## src/rtl/riscv_ctrl_pkg.sv

```systemverilog
// Shared encodings for the multicycle RISC-V control path: states, opcodes,
// ALU operation classes, ALU control codes and immediate-format selects.
package riscv_ctrl_pkg;

   typedef enum logic [3:0] {
      S_FETCH    = 4'd0,
      S_DECODE   = 4'd1,
      S_MEMADR   = 4'd2,
      S_MEMREAD  = 4'd3,
      S_MEMWB    = 4'd4,
      S_MEMWRITE = 4'd5,
      S_EXECUTER = 4'd6,
      S_EXECUTEI = 4'd7,
      S_ALUWB    = 4'd8,
      S_JAL      = 4'd9,
      S_LUI      = 4'd10
   } state_t;

   localparam logic [6:0] OP_LOAD  = 7'b0000011;
   localparam logic [6:0] OP_STORE = 7'b0100011;
   localparam logic [6:0] OP_RTYPE = 7'b0110011;
   localparam logic [6:0] OP_ITYPE = 7'b0010011;
   localparam logic [6:0] OP_JAL   = 7'b1101111;
   localparam logic [6:0] OP_LUI   = 7'b0110111;

   typedef enum logic [1:0] {
      ALUOP_ADD   = 2'b00,
      ALUOP_FUNCT = 2'b10
   } aluop_t;

   localparam logic [2:0] ALU_ADD = 3'b000;
   localparam logic [2:0] ALU_SUB = 3'b001;
   localparam logic [2:0] ALU_AND = 3'b010;
   localparam logic [2:0] ALU_OR  = 3'b011;
   localparam logic [2:0] ALU_SLT = 3'b101;

   localparam logic [1:0] IMM_I = 2'b00;
   localparam logic [1:0] IMM_S = 2'b01;
   localparam logic [1:0] IMM_U = 2'b10;
   localparam logic [1:0] IMM_J = 2'b11;

   // Immediate format implied by the opcode; unknown opcodes fall back to I.
   function automatic logic [1:0] imm_sel(input logic [6:0] op);
      case (op)
         OP_STORE: imm_sel = IMM_S;
         OP_LUI:   imm_sel = IMM_U;
         OP_JAL:   imm_sel = IMM_J;
         default:  imm_sel = IMM_I;
      endcase
   endfunction

endpackage

```

## src/rtl/alu_decoder.sv

```systemverilog
// Combinational ALU control decode from operation class and instruction fields.
module alu_decoder
   import riscv_ctrl_pkg::*;
(
   input  aluop_t     aluop,
   input  logic [2:0] funct3,
   input  logic       funct7b5,
   input  logic       op5,
   output logic [2:0] alucontrol
);

   always_comb begin
      alucontrol = ALU_ADD;
      if (aluop == ALUOP_FUNCT) begin
         case (funct3)
            // Subtract only for R-type; addi never subtracts regardless of bit 30.
            3'b000:  alucontrol = (op5 & funct7b5) ? ALU_SUB : ALU_ADD;
            3'b010:  alucontrol = ALU_SLT;
            3'b110:  alucontrol = ALU_OR;
            3'b111:  alucontrol = ALU_AND;
            default: alucontrol = ALU_ADD;
         endcase
      end
   end

endmodule

```

## src/rtl/multicycle_controller.sv

```systemverilog
// Moore control FSM for a multicycle RISC-V datapath with optional memory
// wait states; write enables are suppressed while reset is high.
module multicycle_controller
   import riscv_ctrl_pkg::*;
#(
   parameter int MEM_WAIT_EN = 1
) (
   input  logic       clk,
   input  logic       reset,
   input  logic [6:0] op,
   input  logic [2:0] funct3,
   input  logic       funct7b5,
   input  logic       mem_ready,
   output logic       pcwrite,
   output logic       irwrite,
   output logic       memwrite,
   output logic       regwrite,
   output logic       adrsrc,
   output logic       illegal,
   output logic [1:0] resultsrc,
   output logic [1:0] alusrca,
   output logic [1:0] alusrcb,
   output logic [1:0] immsrc,
   output logic [2:0] alucontrol,
   output logic [3:0] state_dbg
);

   state_t state, state_nxt;
   aluop_t aluop;
   logic   mem_rdy;
   logic   pcw, irw, memw, regw, ill;

   assign mem_rdy = (MEM_WAIT_EN != 0) ? mem_ready : 1'b1;

   always_ff @(posedge clk) begin
      if (reset) state <= S_FETCH;
      else       state <= state_nxt;
   end

   always_comb begin
      state_nxt = state;
      aluop     = ALUOP_ADD;
      pcw       = 1'b0;
      irw       = 1'b0;
      memw      = 1'b0;
      regw      = 1'b0;
      ill       = 1'b0;
      adrsrc    = 1'b0;
      resultsrc = 2'b00;
      alusrca   = 2'b00;
      alusrcb   = 2'b00;
      immsrc    = 2'b00;
      case (state)
         S_FETCH: begin
            alusrcb   = 2'b10;
            resultsrc = 2'b10;
            if (mem_rdy) begin
               irw       = 1'b1;
               pcw       = 1'b1;
               state_nxt = S_DECODE;
            end
         end
         S_DECODE: begin
            alusrca = 2'b01;
            alusrcb = 2'b01;
            immsrc  = imm_sel(op);
            case (op)
               OP_LOAD, OP_STORE: state_nxt = S_MEMADR;
               OP_RTYPE:          state_nxt = S_EXECUTER;
               OP_ITYPE:          state_nxt = S_EXECUTEI;
               OP_JAL:            state_nxt = S_JAL;
               OP_LUI:            state_nxt = S_LUI;
               default: begin
                  ill       = 1'b1;
                  state_nxt = S_FETCH;
               end
            endcase
         end
         S_MEMADR: begin
            alusrca   = 2'b10;
            alusrcb   = 2'b01;
            immsrc    = imm_sel(op);
            state_nxt = (op == OP_STORE) ? S_MEMWRITE : S_MEMREAD;
         end
         S_MEMREAD: begin
            adrsrc = 1'b1;
            if (mem_rdy) state_nxt = S_MEMWB;
         end
         S_MEMWB: begin
            resultsrc = 2'b01;
            regw      = 1'b1;
            state_nxt = S_FETCH;
         end
         S_MEMWRITE: begin
            adrsrc = 1'b1;
            memw   = 1'b1;
            if (mem_rdy) state_nxt = S_FETCH;
         end
         S_EXECUTER: begin
            alusrca   = 2'b10;
            aluop     = ALUOP_FUNCT;
            state_nxt = S_ALUWB;
         end
         S_EXECUTEI: begin
            alusrca   = 2'b10;
            alusrcb   = 2'b01;
            immsrc    = imm_sel(op);
            aluop     = ALUOP_FUNCT;
            state_nxt = S_ALUWB;
         end
         S_ALUWB: begin
            regw      = 1'b1;
            state_nxt = S_FETCH;
         end
         S_JAL: begin
            alusrca   = 2'b01;
            alusrcb   = 2'b10;
            immsrc    = imm_sel(op);
            pcw       = 1'b1;
            state_nxt = S_ALUWB;
         end
         S_LUI: begin
            alusrca   = 2'b11;
            alusrcb   = 2'b01;
            immsrc    = imm_sel(op);
            state_nxt = S_ALUWB;
         end
         default: state_nxt = S_FETCH;
      endcase
   end

   // Gate side-effecting strobes so a mid-stall reset cannot commit anything.
   assign pcwrite   = pcw  & ~reset;
   assign irwrite   = irw  & ~reset;
   assign memwrite  = memw & ~reset;
   assign regwrite  = regw & ~reset;
   assign illegal   = ill  & ~reset;
   assign state_dbg = state;

   alu_decoder u_alu_decoder (
      .aluop      (aluop),
      .funct3     (funct3),
      .funct7b5   (funct7b5),
      .op5        (op[5]),
      .alucontrol (alucontrol)
   );

endmodule

```

## config.mk

```make
export PLATFORM = sky130hd
export DESIGN_NAME = multicycle_controller
export DESIGN_NICKNAME = d
export VERILOG_FILES = /design/src/rtl/riscv_ctrl_pkg.sv /design/src/rtl/alu_decoder.sv /design/src/rtl/multicycle_controller.sv
export SDC_FILE = /design/constraint.sdc
export NUM_CORES = 1
export LEC_CHECK = 0
export CAP_MARGIN = 30
export CORE_MARGIN = 3
export CORE_UTILIZATION = 31
export CTS_BUF_LIST = sky130_fd_sc_hd__clkbuf_4
export DETAILED_ROUTE_END_ITERATION = 7
export PLACE_DENSITY = 0.66
export SKIP_LAST_GASP = 1
export SLEW_MARGIN = 20
export SYNTH_ARGS = -nofsm -noshare
export SYNTH_HDL_FRONTEND = slang
export SYNTH_SLANG_ARGS = --single-unit
```

## constraint.sdc

```tcl
create_clock -name clk -period 4.2 [get_ports clk]
set_clock_uncertainty 0.05 [all_clocks]
set_input_delay 1.05 -clock clk [delete_from_list [all_inputs] [get_ports clk]]
set_output_delay 1.05 -clock clk [all_outputs]
set_load 0.005 [all_outputs]
```

==> flow_summary.yaml <==
run_status:
  outcome: "complete, no violations"
die:
  boundaryPins: 35
  floorplan.rows: 16
  dieWidth_um: 52.6
  floorplan.die.height_um: 52.6
  core_region_area_um2: 2000
  initial_core_util_pct: 33.6
  dieArea_um2: 2760
sta:
  post_layout_minimum_cycle_time_ns: 3.98
  totalNegativeSetupSlack_ns: 0
  maxSlewHeadroom_pct: 52.1
  fin_crit_sh_pct: 94.7
  unrepaired_setup_endpoints_after_global_routing: "no"
  worst_pin_slew_ns: 0.717
  report.final.setup_viol: 0
  final_max_slew_viol_count: 0
  max_clock_freq_mhz: 252
  hold_viol_final: 0
worst_setup_path:
  source_of_the_worst_register_to_register_timing_path: "state_dbg[2]"
  worst-endpoint-required_ns: 3.10
  cell_chain_of_the_critical_path: "clkdlybuf4s50_1, or3_4, a2111oi_1, clkdlybuf4s50_1"
  maximum_fanout_along_the_worst_path: 5
  timing.reg2reg.setup_slack_ns: 2.44
  worstPathBufferInverterCount: 2
  highest_delay_cell_along_the_critical_path: "clkdlybuf4s50_1"
  worstPathArrival_ns: 2.88
  crit_path_max_incr_delay_ns: 0.57
  cpMostUsedCell: "clkdlybuf4s50_1"
  timing_worst_setup_path_type: "in2out"
  crit-reg2reg-capture: "state_dbg[2]"
  critPathLaunch: "op[3]"
  worst-r2r-cell-count: 5
  worst_path_dominant_cell_family: "buffers and inverters"
  end_kind: "output pin"
  critPathLaunchType: "input pin"
global_routing:
  grt.total_usage_pct: 13.9
  first_global_vias: 675
  grt_max_degree: 22
  grt_first_pass_wirelength_um: 3060
  antenna_violations_before_repair: 0
  grt_overflow: 0
finish:
  largest_register_ffs: 4
  diodes: 0
  drive_above_1_share_pct: 10.3
  final.fill_count: 202
  synthToLayoutAreaGrowth_pct: 55.3
  final-instance-count-excl-fill: 153
  layout.nets: 142
  finish.instance_area_um2: 1040
clock_network:
  clock_sink_count: 4
  cts_htree_levels: 1
  cts_resized: 0
  cts_setup_buffers: 0
  cts_made_buffers: 3
  clk_root_buffer_cell: "clkbuf_4"
  cts.path.max_buffers: 2
  tritoncts: "built"
  insertion_delay_ns: 0.23
  ctsHoldBuffers: 0
  cts.clk_slew.worst_paths_ns: 0.03
power:
  cellLeakagePower_uw: 0.000381
  p_per_area_nw_per_um2: 143
  irDropWorstVdd_uv: 183
synth:
  synth_warnings: 0
  postSynthRegisterBits: 4
  postSynthAreaPerCell_um2: 7.15
  yosys.cell_types.count: 39
  synth_area_um2: 672
  synth_largest_type_area_fraction_pct: 11.9
  ys.flop_type: "dfxtp_1"
  post_synth_inst_count: 94
  synth_edf_count: 0
  netlist.top_cell.by_area: "dfxtp_1"
  ys_top_cells_by_area: "dfxtp_1 12%, a21oi_1 6.7%, nand2b_1 5.6%, nor4_1 4.7%, nor3_1 4.5%"
  seq_area_frac_synth_pct: 11.9
  synth-async-reset-ratio_pct: 0
  syn_nets: 108
placed_design:
  weighted_congestion_at_the_end_of_routability_driven_global_placement: 0.861
  dpl.cell_count: 150
  placement_stage_cell_area_um2: 1020
  dp_hpwl_um: 1440
  buffer_ports.inserted: 34
min_path:
  min_delay_worst_endpoint: "state_dbg[1]"
  timing.hold.worst_path_depth: 3
  min_path_type: "reg2reg"
  min_from: "state_dbg[1]"
flow_run:
  drv_cap: 0
detailed_routing:
  detail-route-antenna-nets: 0
  dr_total_vias: 797
  drtPass1Iterations: 4
  drc: 0
  via_per_inst: 5.21
  wl_per_cell_um: 12.3
  routed_wl_um: 1890
  drt_iter0_drc: 13
-- worst max path at each step --
stage                 to  depth (start not counted)
2_1_floorplan  immsrc[0]                          2
3_3_place_gp   immsrc[0]                          4
3_5_place_dp   immsrc[0]                          4
4_1_cts        immsrc[0]                          4
5_1_grt        immsrc[0]                          4
6_report       immsrc[0]                          4
-- tightest hold or removal path, cell delays in order, from the launching register on --
cell,delay [ns]
dfxtp_1,0.38
nand2b_1,0.17
a2111o_1,0.13
a21oi_1,0.06
-- report_power, final --
group          leakage (uW)  switching, uW  total [uW]  internal [uW]
combinational      0.000335           23.3        58.2           34.9
sequential        0.0000325           5.55        44.8           39.2
clock             0.0000138           14.3        46.1           31.9
-- cell type report --
| type | instances | area, um2 | share of cell area, % |
|---|---|---|---|
| repair buffers | 38 | 370 | 35.5 |
| well taps | 27 | 33.8 | 3.24 |
| flip-flops and latches | 4 | 80.1 | 7.67 |
| multi-input cells | 79 | 529 | 50.7 |
| inverters | 2 | 7.51 | 0.719 |
| clock buffers | 3 | 22.5 | 2.16 |
-- cells in the mapped netlist (2+ instances only) --
library cell,n
dfxtp_1,4
o21ai_1,4
inv_1,2
buf_2,5
nand3b_1,2
nor2b_1,4
nor3_1,6
nand2b_1,6
or3b_1,3
nand2_1,5
nor3b_1,2
a21oi_1,9
o22ai_1,2
nor2_1,7
nor4_1,5
a22oi_1,2
xor2_1,2
a31oi_1,2
a211oi_1,2
-- through the flow --
step	worst slack, ns	hold WS (ns)	total power (uW)	util (%)
6_report	0.224	0.741	149	52.1
5_1_grt	0.127	0.813	161	52.1
4_1_cts	0.226	0.757	152	52.1
3_5_place_dp	0.232	0.756	103	51.0
3_3_place_gp	0.237	0.753	104	51.0
2_1_floorplan	1.26	0.674	70.8	-
-- cell usage in the layout, fill, tap and decap left out, types with 2 or more instances in the layout --
cell / instances
clkdlybuf4s50_1: 34
a21oi_1: 9
nor2_1: 7
nand2b_1: 6
nor3_1: 6
nand2_1: 5
nor4_1: 5
o21ai_1: 4
nor2b_1: 4
buf_4: 4
dfxtp_1: 4
or3b_1: 3
clkbuf_4: 3
xor2_1: 2
nand3b_1: 2
o22ai_1: 2
inv_1: 2
nor3b_1: 2
a31oi_1: 2
a22oi_1: 2
a211oi_1: 2
-- cells by family after synthesis --
group | share of synthesized area (%)
AOI/OAI and AO/OA | 27.9
xor gates and xnor gates | 3.91
buffers and inverters | 9.31
DFF | 11.9
and+or+nand+nor | 46.9
-- metal layers --
metal | track usage (%) | vias to the layer above | share of wire [%]
li1 | - | 421 | -
met1 | 19.8 | 350 | 47
met2 | 23.1 | 26 | 47
met3 | 1.99 | 0 | 6.5
met4 | 0 | 0 | 0
met5 | 0 | - | 0
(Power assumes the default switching activity.)
